**src/rtl/usart_tx_feeder.sv**
```systemverilog
// USART transmit front end: byte FIFO, serial clock divider and a
// frame-slot scheduler that launches one byte per 16 serial periods.
module usart_tx_feeder #(
  parameter int CLOCK_DIV  = 16,
  parameter int FIFO_DEPTH = 16
) (
  input  logic                          clock,
  input  logic                          reset_n,
  input  logic [7:0]                    wr_data,
  input  logic                          wr_valid,
  output logic                          wr_ready,
  output logic [$clog2(FIFO_DEPTH):0]   fifo_count,
  output logic                          busy,
  output logic                          serial_clock,
  output logic [7:0]                    tx_data,
  output logic                          tx_enable
);

  localparam int AW   = $clog2(FIFO_DEPTH);
  localparam int CW   = AW + 1;
  localparam int DW   = $clog2(CLOCK_DIV);
  localparam int HALF = CLOCK_DIV / 2;

  typedef enum logic [1:0] {
    IDLE,
    ENABLE,
    HOLD
  } state_t;

  logic [DW-1:0] r_div;
  logic [DW-1:0] w_div_nxt;
  logic          w_fall;
  logic          r_sclk;

  logic [7:0]    r_mem [FIFO_DEPTH];
  logic [AW-1:0] r_wr;
  logic [AW-1:0] r_rd;
  logic [CW-1:0] r_count;
  logic          w_push;
  logic          w_pop;

  state_t        r_state;
  state_t        w_state_nxt;
  logic [3:0]    r_slot;
  logic [3:0]    w_slot_nxt;
  logic          r_en;
  logic          w_en_nxt;
  logic          w_try;
  logic          w_launch;
  logic [7:0]    r_data;

  assign w_div_nxt = (r_div == DW'(CLOCK_DIV - 1)) ? '0
                                                   : r_div + DW'(1);
  // The edge that returns the divider to zero is the serial fall.
  assign w_fall    = (r_div == DW'(CLOCK_DIV - 1));

  always_ff @(posedge clock) begin
    if (!reset_n) begin
      r_div  <= '0;
      r_sclk <= 1'b0;
    end else begin
      r_div  <= w_div_nxt;
      r_sclk <= (w_div_nxt >= DW'(HALF));
    end
  end

  assign wr_ready = (r_count < CW'(FIFO_DEPTH));
  assign w_push   = wr_valid & wr_ready;
  assign w_pop    = w_launch;

  always_ff @(posedge clock) begin
    if (w_push) begin
      r_mem[r_wr] <= wr_data;
    end
  end

  always_ff @(posedge clock) begin
    if (!reset_n) begin
      r_wr    <= '0;
      r_rd    <= '0;
      r_count <= '0;
    end else begin
      if (w_push) begin
        r_wr <= r_wr + AW'(1);
      end
      if (w_pop) begin
        r_rd <= r_rd + AW'(1);
      end
      unique case ({w_push, w_pop})
        2'b10:   r_count <= r_count + CW'(1);
        2'b01:   r_count <= r_count - CW'(1);
        default: r_count <= r_count;
      endcase
    end
  end

  always_comb begin
    w_state_nxt = r_state;
    w_slot_nxt  = r_slot;
    w_en_nxt    = r_en;
    w_try       = 1'b0;
    w_launch    = 1'b0;
    if (w_fall) begin
      unique case (r_state)
        IDLE: begin
          w_try = 1'b1;
        end
        ENABLE: begin
          w_en_nxt    = 1'b0;
          w_slot_nxt  = 4'd1;
          w_state_nxt = HOLD;
        end
        HOLD: begin
          if (r_slot == 4'd15) begin
            w_try = 1'b1;
          end else begin
            w_slot_nxt = r_slot + 4'd1;
          end
        end
        default: begin
          w_state_nxt = IDLE;
        end
      endcase
    end
    // Last slot falls straight into the idle decision on the same edge.
    if (w_try) begin
      if (r_count != '0) begin
        w_launch    = 1'b1;
        w_en_nxt    = 1'b1;
        w_slot_nxt  = 4'd0;
        w_state_nxt = ENABLE;
      end else begin
        w_state_nxt = IDLE;
      end
    end
  end

  always_ff @(posedge clock) begin
    if (!reset_n) begin
      r_state <= HOLD;
      r_slot  <= 4'd0;
      r_en    <= 1'b0;
      r_data  <= 8'h00;
    end else begin
      r_state <= w_state_nxt;
      r_slot  <= w_slot_nxt;
      r_en    <= w_en_nxt;
      if (w_launch) begin
        r_data <= r_mem[r_rd];
      end
    end
  end

  assign fifo_count   = r_count;
  assign busy         = (r_state != IDLE);
  assign serial_clock = r_sclk;
  assign tx_data      = r_data;
  assign tx_enable    = r_en;

endmodule

```
**config.mk**
```make
export PLATFORM = sky130hd
export DESIGN_NAME = usart_tx_feeder
export DESIGN_NICKNAME = d
export VERILOG_FILES = /design/src/rtl/usart_tx_feeder.sv
export SDC_FILE = /design/constraint.sdc
export NUM_CORES = 1
export LEC_CHECK = 0
export ABC_AREA = 1
export CAP_MARGIN = 20
export CORE_UTILIZATION = 62
export CTS_BUF_LIST = sky130_fd_sc_hd__clkbuf_8
export DETAILED_ROUTE_END_ITERATION = 8
export HOLD_SLACK_MARGIN = 0.03
export MAX_ROUTING_LAYER = met4
export PLACE_DENSITY = 0.81
export SETUP_SLACK_MARGIN = 0.5
export SLEW_MARGIN = 20
export SYNTH_ARGS = -nofsm -noshare
export SYNTH_HDL_FRONTEND = slang
export SYNTH_SLANG_ARGS = --single-unit
```
**constraint.sdc**
```tcl
create_clock -name clock -period 2.54 [get_ports clock]
set_input_delay 0.508 -clock clock [delete_from_list [all_inputs] [get_ports clock]]
set_output_delay 0.508 -clock clock [all_outputs]
set_load 0.005 [all_outputs]
```
## After elaboration in Yosys (flattened, before gate mapping)

Memory sizes are Yosys's and may differ from the RTL's. A register that Yosys moved wholly into a read port is not among the register bits.
Index checks and enable logic that the tools add are counted.

| cells by class | value |
|---|---|
| order comparisons | 2 |
| bitwise operators | 1 |
| add/sub/neg operators | 6 |
| reductions and logical operators | 8 |
| equality and inequality tests | 7 |
| muxes and demuxes | 22 |

Operators by type and width:

| operator | count |
|---|---|
| 4-bit 2-to-1 mux | 5 |
| 4-bit by 1-bit adder with 4-bit output (second input constant) | 4 |
| 1-bit 2-to-1 mux | 11 |
| 5-bit case mux with 2 select lines | 1 |
| 4-bit == test (second input constant) | 2 |
| 4-bit case mux with 2 select lines | 1 |
| 2-bit nonzero test | 3 |
| 5-bit by 1-bit adder with 5-bit output (second input constant) | 1 |
| 5-bit < comparator (second input constant) | 1 |
| 5-bit nonzero test | 1 |
| 5-bit by 1-bit subtractor with 5-bit output (second input constant) | 1 |
| 2-bit by 1-bit == test with 1-bit output (second input constant) | 2 |
| 2-bit == test (second input constant) | 2 |
| 4-bit >= comparator (second input constant) | 1 |
| 2-bit 2-to-1 mux | 2 |
| 2-bit case mux with 2 select lines | 1 |
| 2-bit logical NOT | 1 |
| 2-bit by 1-bit != test with 1-bit output (second input constant) | 1 |
| 1-bit case mux with 2 select lines | 1 |
| 2-bit AND reduction | 1 |
| 2-bit OR reduction | 1 |
| 1-bit AND | 1 |
| 1-bit logical NOT | 1 |

| storage, ports and cells | value |
|---|---|
| output and inout bits | 17 |
| bits of input ports | 11 |
| register bits | 25 |
| RAM bits | 128 |
| memories kept | 1 |
| logic and storage cells | 55 |

Memory list:

| memory | depth | bits a word | read ports | clocked after Yosys merged registers in | wr ports | RTL line | RTL |
|---|---|---|---|---|---|---|---|
| r_mem | 16 | 8 | 1 | 1 | 1 | 35 | `logic [7:0] r_mem [FIFO_DEPTH];` |

## Depth between registers and ports, before layout

| logic depth | value |
|---|---|
| word-level depth | 7 |
| mapped depth | 19 |
| depth with buffers taken out | 18 |

## Worst setup path after synthesis

No wires, ideal clock.

| timing | value |
|---|---|
| path kind | reg2reg |
| start point | register r_slot[0] |
| end point | register r_count[4], in the netlist fifo_count[4] |
| data arrival time | 2.223 ns |
| slack | 0.246 ns |
| setup time | 0.071 ns |
| data required time | 2.469 ns |
| cell stages (with the launch flop) | 20 |
| cell sequence | dfxtp_1 ha_1 nand2_2 nor2_2 nand2_2 nand2_4 nand3_4 clkinv_4 buf_12 ha_1 xor2_1 ha_1 inv_1 nand2_1 nand3_1 nand2_1 nand2_1 nand2_1 nand2_1 a21oi_1 |

| on the way | value |
|---|---|
| cells in the longest elaborated chain, start to end | 7 |

Ends and longest elaborated chain:

| what | RTL line | RTL |
|---|---|---|
| start: declaration | 44 | `logic [3:0] r_slot;` |
| start signal: assignment | 146 | `r_slot <= w_slot_nxt;` |
| 4-bit == test (*) | 114 | `if (r_slot == 4'd15) begin` |
| 1-bit 2-to-1 mux (*) | 114 |  |
| 1-bit case mux with 2 select lines (*) | 104 | `unique case (r_state)` |
| 1-bit 2-to-1 mux (*) | 103 | `if (w_fall) begin` |
| 1-bit 2-to-1 mux (*) | 126 | `if (w_try) begin` |
| named net w_launch | 49 | `logic w_launch;` |
| 2-bit by 1-bit == test with 1-bit output or 2-bit == test (tied branches) | 89 | `unique case ({w_push, w_pop})` |
| 5-bit case mux with 2 select lines or 2-bit nonzero test (tied branches) | n/a |  |
| end signal: assignment | 90 | `2'b10: r_count <= r_count + CW'(1);` |
| end signal: assignment | 91 | `2'b01: r_count <= r_count - CW'(1);` |
| end signal: assignment | 92 | `default: r_count <= r_count;` |
| end: declaration | 38 | `logic [CW-1:0] r_count;` |

Mark *: on every way through the listed nets, which the timed path passes. The rest lies on a longest branch.
A chain may end at the register's enable or synchronous reset.

## Final worst setup path

| timing | value |
|---|---|
| start point | register r_slot[1] |
| end point | register r_count[4], in the netlist fifo_count[4] |

| on the way | value |
|---|---|
| cells in the longest elaborated chain, start to end | 7 |

Ends and longest elaborated chain:

| what | RTL line |
|---|---|
| 4-bit == test (*) | 114 |
| 1-bit 2-to-1 mux (*) | 114 |
| 1-bit case mux with 2 select lines (*) | 104 |
| 1-bit 2-to-1 mux (*) | 103 |
| 1-bit 2-to-1 mux (*) | 126 |
| 2-bit by 1-bit == test with 1-bit output or 2-bit == test (tied branches) | 89 |
| 5-bit case mux with 2 select lines or 2-bit nonzero test (tied branches) | n/a |

Mark *: on every way between the ends. The rest lies on a longest branch, timed or not.

==> impl_metrics.env <==
export IMPL_cap_violations=0
export IMPL_gp_congestion=0.916
export IMPL_cp_end_kind="register"
export IMPL_path_class="register to register"
export IMPL_worstMarginPinSlew_ns=0.727
export IMPL_drive_above_1_share_pct=13.2
export IMPL_pre_cts_ws_ns=0.126
export IMPL_final_hold_violation_count=0
export IMPL_status="finished, final reports clean"
export IMPL_period_needed_ns=2.15
export IMPL_cp_cell_sequence="ha_4 > nand2_4 > nor2_4 > nand2_4 > nand2_4 > nand3_4 > clkinv_4 > ha_4 > xor2_2 > ha_2 > inv_1 > nand2_2 > nand3_2 > nand2_1 > nand2_1 > nand2_1 > nand2_1 > a21oi_1"
export IMPL_initial_core_util_pct=64.6
export IMPL_avgSynthCellArea_sq_um=9.65
export IMPL_cp_slowest_cell="dfxtp_2"
export IMPL_ys_ff_latch=161
export IMPL_mostFrequentLayoutCell="nand2_1"
export IMPL_crit_path_start_kind="register"
export IMPL_cts_clk_slew_worst_paths_ns=0.09
export IMPL_synthDistinctLibCells=33
export IMPL_cpMostUsedCell="nand2_1"
export IMPL_syn_to_final_growth_pct=15.8
export IMPL_utilization_pct=74.9
export IMPL_hp_class="register to register"
export IMPL_dr_total_vias=5297
export IMPL_final_antenna_net_count=0
export IMPL_slew_violations=0
export IMPL_cts_htree_levels=4
export IMPL_antenna_cells=0
export IMPL_die_x_microns=109
export IMPL_die_h_microns=109
export IMPL_synthesis_instances=739
export IMPL_synth_fp_nets=763
export IMPL_viasPerCell=5.58
export IMPL_cellPowerDensity_nw_per_um2=613
export IMPL_r2r_slack_ns=0.39
export IMPL_setup_viol=0
export IMPL_die_area_sq_um=11900
export IMPL_final_cell_mix="207 x nand2_1, 128 x edfxtp_1, 101 x inv_1, 97 x nand3_1, 55 x nor2_1"
export IMPL_rsz0062_at_grt="yes"
export IMPL_grt_pass1_vias=5025
export IMPL_root_buffer="clkbuf_8"
export IMPL_antenna_found_initial=0
export IMPL_grt_max_degree=67
export IMPL_leakage_nw=3.46
export IMPL_drt_wl_total_microns=16300
export IMPL_ys_warn_count=0
export IMPL_slowest_delay_ns=0.35
export IMPL_finClkSkew_ns=0.0107
export IMPL_hpwl_microns=10100
export IMPL_route_detailed_drc=0
export IMPL_worstSkewPairLatency_ns=0.44
export IMPL_core_area_sq_um=11000
export IMPL_netlist_area_sq_um=7130
export IMPL_cts_sinks=161
export IMPL_fin_crit_sh_pct=84.8
export IMPL_setup_ws_ns=0.385
export IMPL_drtPass1Iterations=5
export IMPL_vdd_drop_max_v=0.000428
export IMPL_synth_yosys_seq_area_share_pct=63.2
export IMPL_relSlewSlack_pct=51.4
export IMPL_worst_path_max_fanout=3
export IMPL_grt_ovfl_total=0
export IMPL_cts_tree="done"
export IMPL_fin_setup_tns_ns=0
export IMPL_worstPathRequired_ns=2.92
export IMPL_grt_pass1_wl_microns=24900
export IMPL_crit_arrival_ns=2.53
export IMPL_grt_total_usage_pct=29.4
export IMPL_cts_made_buffers=17
export IMPL_io_buffers=27
export IMPL_fmaxAchievable_mhz=464
export IMPL_io_pins=28
export IMPL_clock_path_buffers=2
export IMPL_drt_iter0_markers=624
export IMPL_wire_per_inst_microns=17.2
export IMPL_placementRows=38
export IMPL_final_nets=820
cells in the mapped netlist:
| cell | number | area share [%] |
|---|---|---|
| inv_1 | 104 | 5.5 |
| nand2_1 | 210 | 11 |
| xor2_1 | 6 | 0.74 |
| a21oi_2 | 2 | 0.25 |
| buf_12 | 1 | 0.28 |
| nor2_1 | 55 | 2.9 |
| edfxtp_1 | 128 | 54 |
| o21ai_0 | 19 | 1.3 |
| nand3_1 | 98 | 6.9 |
| o211ai_1 | 1 | 0.11 |
| dfxtp_1 | 33 | 9.3 |
| nor4_1 | 1 | 0.088 |
| clkinv_4 | 1 | 0.12 |
| nor3_1 | 5 | 0.35 |
| a21oi_1 | 18 | 1.3 |
| clkbuf_8 | 1 | 0.19 |
| inv_2 | 1 | 0.053 |
| clkinv_1 | 1 | 0.053 |
| nand2_2 | 4 | 0.35 |
| nand2_4 | 1 | 0.16 |
| nor2_4 | 1 | 0.16 |
| and3_2 | 1 | 0.11 |
| ha_1 | 13 | 2.3 |
| buf_2 | 16 | 1.1 |
| dlymetal6s2s_1 | 1 | 0.18 |
| clkbuf_1 | 9 | 0.47 |
| a22oi_1 | 1 | 0.11 |
| nand4_1 | 1 | 0.088 |
| a211oi_1 | 1 | 0.11 |
| nor2_2 | 2 | 0.18 |
| buf_1 | 1 | 0.053 |
| nand3_4 | 1 | 0.25 |
| a21boi_0 | 1 | 0.11 |
critical path: cells and delay by family (launching register included):
family	cells	cell delay (ns)
simple gates	11	0.87
buf+inv	2	0.12
xor+xnor	1	0.16
compound gates	1	0.12
flops	1	0.35
fa+ha+maj	3	0.48
per-stage QoR:
step	total power, mW	area, sq um	hold WS, ns	std cells
after floorplan	3.03	7170	0.433	739
after global placement	3.12	7650	0.442	902
after detailed placement	3.13	7650	0.455	902
after CTS	5.07	8170	0.446	943
after global routing	5.21	8260	0.454	949
final	5.06	8260	0.446	949
what timing repair did:
action                     in CTS  in global routing
setup endpoints to repair       6                  3
pin swaps                       6                 10
resized for setup              13                 13
hold buffers                    0                  0
buffers inserted                9                  6
power by group:
| part | switching, mW | internal [mW] | total (mW) |
|---|---|---|---|
| clock network | 0.922 | 1.06 | 1.99 |
| registers | 0.0178 | 2.88 | 2.89 |
| logic | 0.122 | 0.0635 | 0.185 |
| total | 1.06 | 4.00 | 5.06 |
cells by family after synthesis:
group | Yosys count | synth area share (%)
AND/OR/NAND/NOR | 380 | 22.5
AO/OA/AOI/OAI | 43 | 3.26
XOR/XNOR | 6 | 0.737
buffers and inverters | 136 | 8.00
flip-flops | 161 | 63.2
adder cells (fa/ha/maj) | 13 | 2.28
state kept, by name (all words and copies together) (netlist names):
| register | count |
|---|---|
| r_mem | 128 |
| tx_data | 8 |
| fifo_count | 5 |
| r_div | 4 |
| r_rd | 4 |
| r_slot | 4 |
| r_wr | 4 |
| r_state | 2 |
| serial_clock | 1 |
| tx_enable | 1 |
layout make-up:
type                       count  area [sq um]
timing repair buffer          67           589
inverter                     107           407
multi-input combinational    442          2140
clock buffer                  17           234
tap                          140           175
clock inverter                15           193
sequential                   161          4520
fill                         696          2770
metal layers:
layer / GRT usage (%) / vias to the layer above / wire (microns)
li1: - / 2519 / -
met3: 6.34 / 29 / 1220
met5: - / - / 0
met2: 45.5 / 268 / 7930
met1: 38.5 / 2481 / 6810
met4: 10.9 / 0 / 341
final timing paths:
kind | start | depth (start not counted) | endpoint
setup / recovery | r_slot[1] | 18 | fifo_count[4]
hold / removal | r_div[0] | 1 | r_div[0]
hold reg to reg | r_div[0] | 1 | r_div[0]
setup reg to reg | r_slot[1] | 18 | fifo_count[4]
Power figures use the tool's default switching activity.
